===== config.mk =====
export PLATFORM = sky130hd
export DESIGN_NAME = pipelined_control_decoder
export DESIGN_NICKNAME = d
export VERILOG_FILES = /design/src/rtl/pipelined_control_decoder.sv
export SDC_FILE = /design/constraint.sdc
export NUM_CORES = 1
export LEC_CHECK = 0
export CAP_MARGIN = 15
export CORE_MARGIN = 10
export CORE_UTILIZATION = 60
export DETAILED_ROUTE_END_ITERATION = 8
export DONT_BUFFER_PORTS = 1
export PLACE_DENSITY = 0.82
export SETUP_SLACK_MARGIN = 0.02
export SKIP_LAST_GASP = 1
export SYNTH_ARGS = -nofsm -noshare
export SYNTH_HDL_FRONTEND = slang
export SYNTH_SLANG_ARGS = --single-unit

===== constraint.sdc =====
create_clock -name clk -period 3.6 [get_ports clk]
set_clock_uncertainty 0.1 [all_clocks]
set_input_delay 0.36 -clock clk [delete_from_list [all_inputs] [get_ports clk]]
set_output_delay 0.36 -clock clk [all_outputs]
set_load 0.02 [all_outputs]

===== src/rtl/pipelined_control_decoder.sv =====
// Registered LEGv8 control decoder for the ID stage.
// It decodes the instruction in ID and registers the control bundle into ID/EX.
// It also detects load-use hazards, applies branch flush, flags undefined
// opcodes, and keeps saturating debug counters.
//
// Ports:
//   clk, rst_n        clock, asynchronous active-low reset
//   instr             instruction in ID
//   instr_valid       instr is a real instruction, not a bubble
//   flush             branch taken; the instruction entering EX is killed
//   id_stall          combinational; hold PC and IF/ID this cycle
//   ex_valid          EX holds a real decoded instruction
//   ex_reg2loc ... ex_uncond, ex_alu_op, ex_rd   registered control bundle
//   ex_illegal        one-cycle pulse when an undefined opcode is decoded
//   stall_cnt         saturating count of stalled cycles
//   illegal_cnt       saturating count of illegal decodes
module pipelined_control_decoder #(
  parameter int unsigned REG_ADDR_W = 5,
  parameter int unsigned ZERO_REG   = 31,
  parameter int unsigned ALUOP_W    = 2,
  parameter int unsigned CNT_W      = 16
) (
  input  logic                  clk,
  input  logic                  rst_n,
  input  logic [31:0]           instr,
  input  logic                  instr_valid,
  input  logic                  flush,
  output logic                  id_stall,
  output logic                  ex_valid,
  output logic                  ex_reg2loc,
  output logic                  ex_alusrc,
  output logic                  ex_memtoreg,
  output logic                  ex_regwrite,
  output logic                  ex_memread,
  output logic                  ex_memwrite,
  output logic                  ex_branch,
  output logic                  ex_uncond,
  output logic [ALUOP_W-1:0]    ex_alu_op,
  output logic [REG_ADDR_W-1:0] ex_rd,
  output logic                  ex_illegal,
  output logic [CNT_W-1:0]      stall_cnt,
  output logic [CNT_W-1:0]      illegal_cnt
);

  typedef struct packed {
    logic               reg2loc;
    logic               alusrc;
    logic               memtoreg;
    logic               regwrite;
    logic               memread;
    logic               memwrite;
    logic               branch;
    logic               uncond;
    logic [ALUOP_W-1:0] alu_op;
  } ctrl_t;

  localparam logic [ALUOP_W-1:0] AluPassB = ALUOP_W'(1);
  localparam logic [ALUOP_W-1:0] AluFunct = ALUOP_W'(2);

  logic [REG_ADDR_W-1:0] rt, rn, rm;
  assign rt = instr[REG_ADDR_W-1:0];
  assign rn = instr[5 +: REG_ADDR_W];
  assign rm = instr[16 +: REG_ADDR_W];

  // Shift-amount/immediate bits are not needed for control decode.
  logic unused_instr;
  assign unused_instr = ^instr;

  ctrl_t dec_ctrl;
  logic  dec_legal;
  logic  uses_rn, uses_rm, uses_rt;

  // Priority: B, CBZ, I-type, then 11-bit opcodes.
  always_comb begin
    dec_ctrl  = '0;
    dec_legal = 1'b1;
    uses_rn   = 1'b0;
    uses_rm   = 1'b0;
    uses_rt   = 1'b0;
    if (instr[31:26] == 6'b000101) begin
      dec_ctrl.branch = 1'b1;
      dec_ctrl.uncond = 1'b1;
      dec_ctrl.alu_op = AluPassB;
    end else if (instr[31:24] == 8'b10110100) begin
      dec_ctrl.reg2loc = 1'b1;
      dec_ctrl.branch  = 1'b1;
      dec_ctrl.alu_op  = AluPassB;
      uses_rt          = 1'b1;
    end else if (instr[31:22] == 10'b1001000100 || instr[31:22] == 10'b1101000100) begin
      dec_ctrl.alusrc   = 1'b1;
      dec_ctrl.regwrite = 1'b1;
      dec_ctrl.alu_op   = AluFunct;
      uses_rn           = 1'b1;
    end else begin
      case (instr[31:21])
        11'b11111000010: begin // LDUR
          dec_ctrl.alusrc   = 1'b1;
          dec_ctrl.memtoreg = 1'b1;
          dec_ctrl.regwrite = 1'b1;
          dec_ctrl.memread  = 1'b1;
          uses_rn           = 1'b1;
        end
        11'b11111000000: begin // STUR
          dec_ctrl.reg2loc  = 1'b1;
          dec_ctrl.alusrc   = 1'b1;
          dec_ctrl.memwrite = 1'b1;
          uses_rn           = 1'b1;
          uses_rt           = 1'b1;
        end
        11'b10001010000, 11'b10101010000, 11'b10001011000, 11'b11001011000: begin
          dec_ctrl.regwrite = 1'b1;
          dec_ctrl.alu_op   = AluFunct;
          uses_rn           = 1'b1;
          uses_rm           = 1'b1;
        end
        default: dec_legal = 1'b0;
      endcase
    end
  end

  ctrl_t                 ex_ctrl_q, ex_ctrl_d;
  logic                  ex_valid_q, ex_valid_d;
  logic [REG_ADDR_W-1:0] ex_rd_q, ex_rd_d;
  logic                  ex_illegal_q, ex_illegal_d;
  logic [CNT_W-1:0]      stall_cnt_q, stall_cnt_d;
  logic [CNT_W-1:0]      illegal_cnt_q, illegal_cnt_d;

  // Load-use hazard against the load currently in EX; XZR is never a real dependency.
  logic src_match, hazard;
  assign src_match = (uses_rn && rn == ex_rd_q) || (uses_rm && rm == ex_rd_q) ||
                     (uses_rt && rt == ex_rd_q);
  assign hazard    = instr_valid && ex_valid_q && ex_ctrl_q.memread &&
                     (ex_rd_q != REG_ADDR_W'(ZERO_REG)) && src_match;
  assign id_stall  = hazard && !flush;

  always_comb begin
    ex_valid_d    = 1'b0;
    ex_ctrl_d     = '0;
    ex_rd_d       = '0;
    ex_illegal_d  = 1'b0;
    illegal_cnt_d = illegal_cnt_q;
    stall_cnt_d   = stall_cnt_q;
    if (id_stall && stall_cnt_q != '1) begin
      stall_cnt_d = stall_cnt_q + 1'b1;
    end
    if (!flush && !id_stall && instr_valid) begin
      if (!dec_legal) begin
        ex_illegal_d = 1'b1;
        if (illegal_cnt_q != '1) begin
          illegal_cnt_d = illegal_cnt_q + 1'b1;
        end
      end else begin
        ex_valid_d = 1'b1;
        ex_ctrl_d  = dec_ctrl;
        ex_rd_d    = rt;
      end
    end
  end

  always_ff @(posedge clk or negedge rst_n) begin
    if (!rst_n) begin
      ex_valid_q    <= 1'b0;
      ex_ctrl_q     <= '0;
      ex_rd_q       <= '0;
      ex_illegal_q  <= 1'b0;
      stall_cnt_q   <= '0;
      illegal_cnt_q <= '0;
    end else begin
      ex_valid_q    <= ex_valid_d;
      ex_ctrl_q     <= ex_ctrl_d;
      ex_rd_q       <= ex_rd_d;
      ex_illegal_q  <= ex_illegal_d;
      stall_cnt_q   <= stall_cnt_d;
      illegal_cnt_q <= illegal_cnt_d;
    end
  end

  assign ex_valid    = ex_valid_q;
  assign ex_reg2loc  = ex_ctrl_q.reg2loc;
  assign ex_alusrc   = ex_ctrl_q.alusrc;
  assign ex_memtoreg = ex_ctrl_q.memtoreg;
  assign ex_regwrite = ex_ctrl_q.regwrite;
  assign ex_memread  = ex_ctrl_q.memread;
  assign ex_memwrite = ex_ctrl_q.memwrite;
  assign ex_branch   = ex_ctrl_q.branch;
  assign ex_uncond   = ex_ctrl_q.uncond;
  assign ex_alu_op   = ex_ctrl_q.alu_op;
  assign ex_rd       = ex_rd_q;
  assign ex_illegal  = ex_illegal_q;
  assign stall_cnt   = stall_cnt_q;
  assign illegal_cnt = illegal_cnt_q;

endmodule


==> impl_metrics.py <==
metrics = {
    "status": {
        "status": "finished clean",
    },
    "sta": {
        "tns_ps": 0,
        "finalHoldViolCount": 0,
        "fin_crit_sh": 0.791,
        "slew_headroom": 0.641,
        "period_needed_ps": 2850,
        "setup_violations": 0,
        "max_freq_mhz": 351,
        "tightest_slew_ps": 533,
        "slew_viol_final": 0,
        "rsz0062_at_grt": "false",
    },
    "synthesis": {
        "synth_edf_count": 0,
        "yosysSeqAreaShare": 0.478,
        "yosysUniqueCellTypes": 43,
        "synth_area_leaders": "dfrtp_1 48%, xor2_1 8.5%, xnor2_1 7.1%, nand3_1 4.1%, nor2_1 2.9%",
        "yosys_warnings": 0,
        "yosysTopAreaCellShare": 0.478,
        "avgSynthCellArea_sq_um": 10.3,
        "synth_top_cell_by_area": "dfrtp_1",
        "syn-cell-area_sq_um": 2460,
        "ys_ff_latch": 47,
        "synthFlopType": "dfrtp_1",
        "syn_nets": 277,
        "synth_cells": 239,
        "async_flop_share": 1.00,
    },
    "route": {
        "routedWlPerCell_microns": 18.7,
        "drtIter0Drc": 149,
        "vias": 1730,
        "ant_nets": 0,
        "via_per_inst": 5.86,
        "drtPass1Iterations": 4,
        "drcViolationCount": 0,
        "routed_wirelength_mm": 5.53,
    },
    "finish": {
        "fill_cells": 307,
        "layout_common_cells": "47 x dfrtp_1, 24 x xor2_1, 20 x xnor2_1, 20 x nand3_1, 19 x nor2_1",
        "nets": 282,
        "final_common_cell": "dfrtp_1",
        "drive_gt1_frac": 0.0816,
        "area_growth_pct": 6.71,
        "diodes": 0,
    },
    "die": {
        "core_area_sq_um": 3970,
        "ios": 86,
        "rows": 23,
        "start_util": 0.619,
        "fp.dieH_microns": 84.0,
        "die_area_sq_um": 7060,
        "dieWidth_microns": 84.0,
    },
    "global_route": {
        "grt_pass1_vias": 1779,
        "gr-total-overflow": 0,
        "antenna_found_initial": 0,
        "grt_usage": 0.155,
        "grt_max_degree": 48,
        "grt_first_pass_wirelength_mm": 9.24,
    },
    "run": {
        "cap_violations": 0,
    },
    "setup_path": {
        "crit_fanout": 5,
        "path_cells": "xnor2_1 > nand3_1 > or4_4 > a22oi_1 > o21ai_1 > nor2_1",
        "worst-endpoint-arrival_ps": 2390,
        "reg2reg_from": "stall_cnt[7]",
        "crit_path_end_kind": "output pin",
        "max_stage_delay_ps": 530,
        "cp-start-kind": "register",
        "worstPathRequired_ps": 3140,
        "crit_slowest_cell": "dfrtp_1",
        "worstSetupPathType": "reg -> out",
        "startpoint": "ex_rd[4]",
    },
    "min_path": {
        "min-delay-start": "instr[22]",
        "hp-class": "in -> reg",
    },
    "pwr": {
        "power_density_nw_per_um2": 406,
        "power_mw": 1.07,
        "ir_drop_v": 0.000225,
        "p_leak_nw": 1.21,
    },
    "clock_network": {
        "clk_latency_ps": 300,
        "cts_made_buffers": 5,
        "cts_root_buf": "clkbuf_8",
        "clk_pin_slew_worst_paths_ps": 90,
        "h-tree-depth": 2,
        "cts.path.max_buffers": 2,
        "clkSinkCount": 47,
        "cts_tree": "done",
    },
    "placement": {
        "port_buffers": 0,
        "gp_congestion": 0.840,
        "dp_hpwl_mm": 4.32,
    },
}
==> cell usage after synthesis, types with 5 or more instances <==
| cell type | n |
|---|---|
| nand4_1 | 6 |
| nand3_1 | 20 |
| inv_1 | 13 |
| nor4_1 | 6 |
| nor3_1 | 8 |
| xnor2_1 | 20 |
| dfrtp_1 | 47 |
| and3_1 | 5 |
| nand2_1 | 17 |
| nor2_1 | 19 |
| xor2_1 | 24 |
==> state kept, by name, indices dropped and copies added (netlist names), 2 cells and up <==
name	flops
ex_alu_op	2
stall_cnt	16
illegal_cnt	16
ex_rd	5
==> what timing repair did <==
| action | CTS | global route |
|---|---|---|
| gates resized for setup | 0 | 0 |
| endpoints found under the setup margin | 0 | 0 |
| endpoints found under the hold margin | 47 | 0 |
| hold buffers | 2 | 0 |
| setup buffers | 0 | 0 |
==> per-layer routing <==
metal	part of all wire	vias to the layer above	wire, microns	GRT usage
li1	-	844	-	-
met3	0.089	6	494	0.0645
met4	0.011	0	60	0.0457
met2	0.51	52	2820	0.266
met5	0	-	0	0
met1	0.39	828	2160	0.170
==> layout make-up <==
class | count | area, sq um | area share
clock buffers | 6 | 82.6 | 0.0315
multi-input cells | 175 | 1200 | 0.458
inverters | 13 | 48.8 | 0.0186
well taps | 50 | 62.6 | 0.0238
clock inverters | 2 | 16.3 | 0.00620
flip-flops and latches | 47 | 1180 | 0.448
repair buffers | 2 | 37.5 | 0.0143
==> power breakdown <==
part / internal, mW / total (mW) / switching [mW]
combinational: 0.0434 / 0.0909 / 0.0475
sequential: 0.558 / 0.644 / 0.0862
clock: 0.157 / 0.331 / 0.175
==> per-stage QoR <==
stage	setup WS, ps	std cells	cell area (sq um)	utilization	hold slack, ps
4_1_cts	739	295	2630	0.661	25.1
6_report	754	295	2630	0.661	34.0
3_5_place_dp	1050	285	2490	0.627	-33.8
5_1_grt	636	295	2630	0.661	22.0
2_1_floorplan	1300	239	2460	-	-35.6
3_3_place_gp	1100	285	2490	0.627	-33.6
==> kinds of logic after synthesis <==
kind of cell               synth area share
adders and majority gates            0.0102
and+or+nand+nor                       0.255
muxes                                0.0107
AOI/OAI and AO/OA                    0.0554
buffers and inverters                0.0336
DFF                                   0.478
xor gates and xnor gates              0.157
==> worst paths after layout <==
kind | endpoint | slack (ps) | cells after the start
max | id_stall | 750 | 6
min | ex_memwrite | 30 | 1
max reg2reg | stall_cnt[15] | 1040 | 7
min reg2reg | illegal_cnt[12] | 540 | 1
max in group asynchronous | ex_alu_op[0] | 2720 | 2
min in group asynchronous | ex_rd[0] | 460 | 2
==> worst max-delay path: cells and delay by family, from the launching register on <==
| family | cells | cell delay [ps] |
|---|---|---|
| AND/OR/NAND/NOR | 3 | 980 |
| AO/OA/AOI/OAI | 2 | 350 |
| flip-flops | 1 | 530 |
| XOR/XNOR | 1 | 230 |
(Power assumes the default switching activity.)
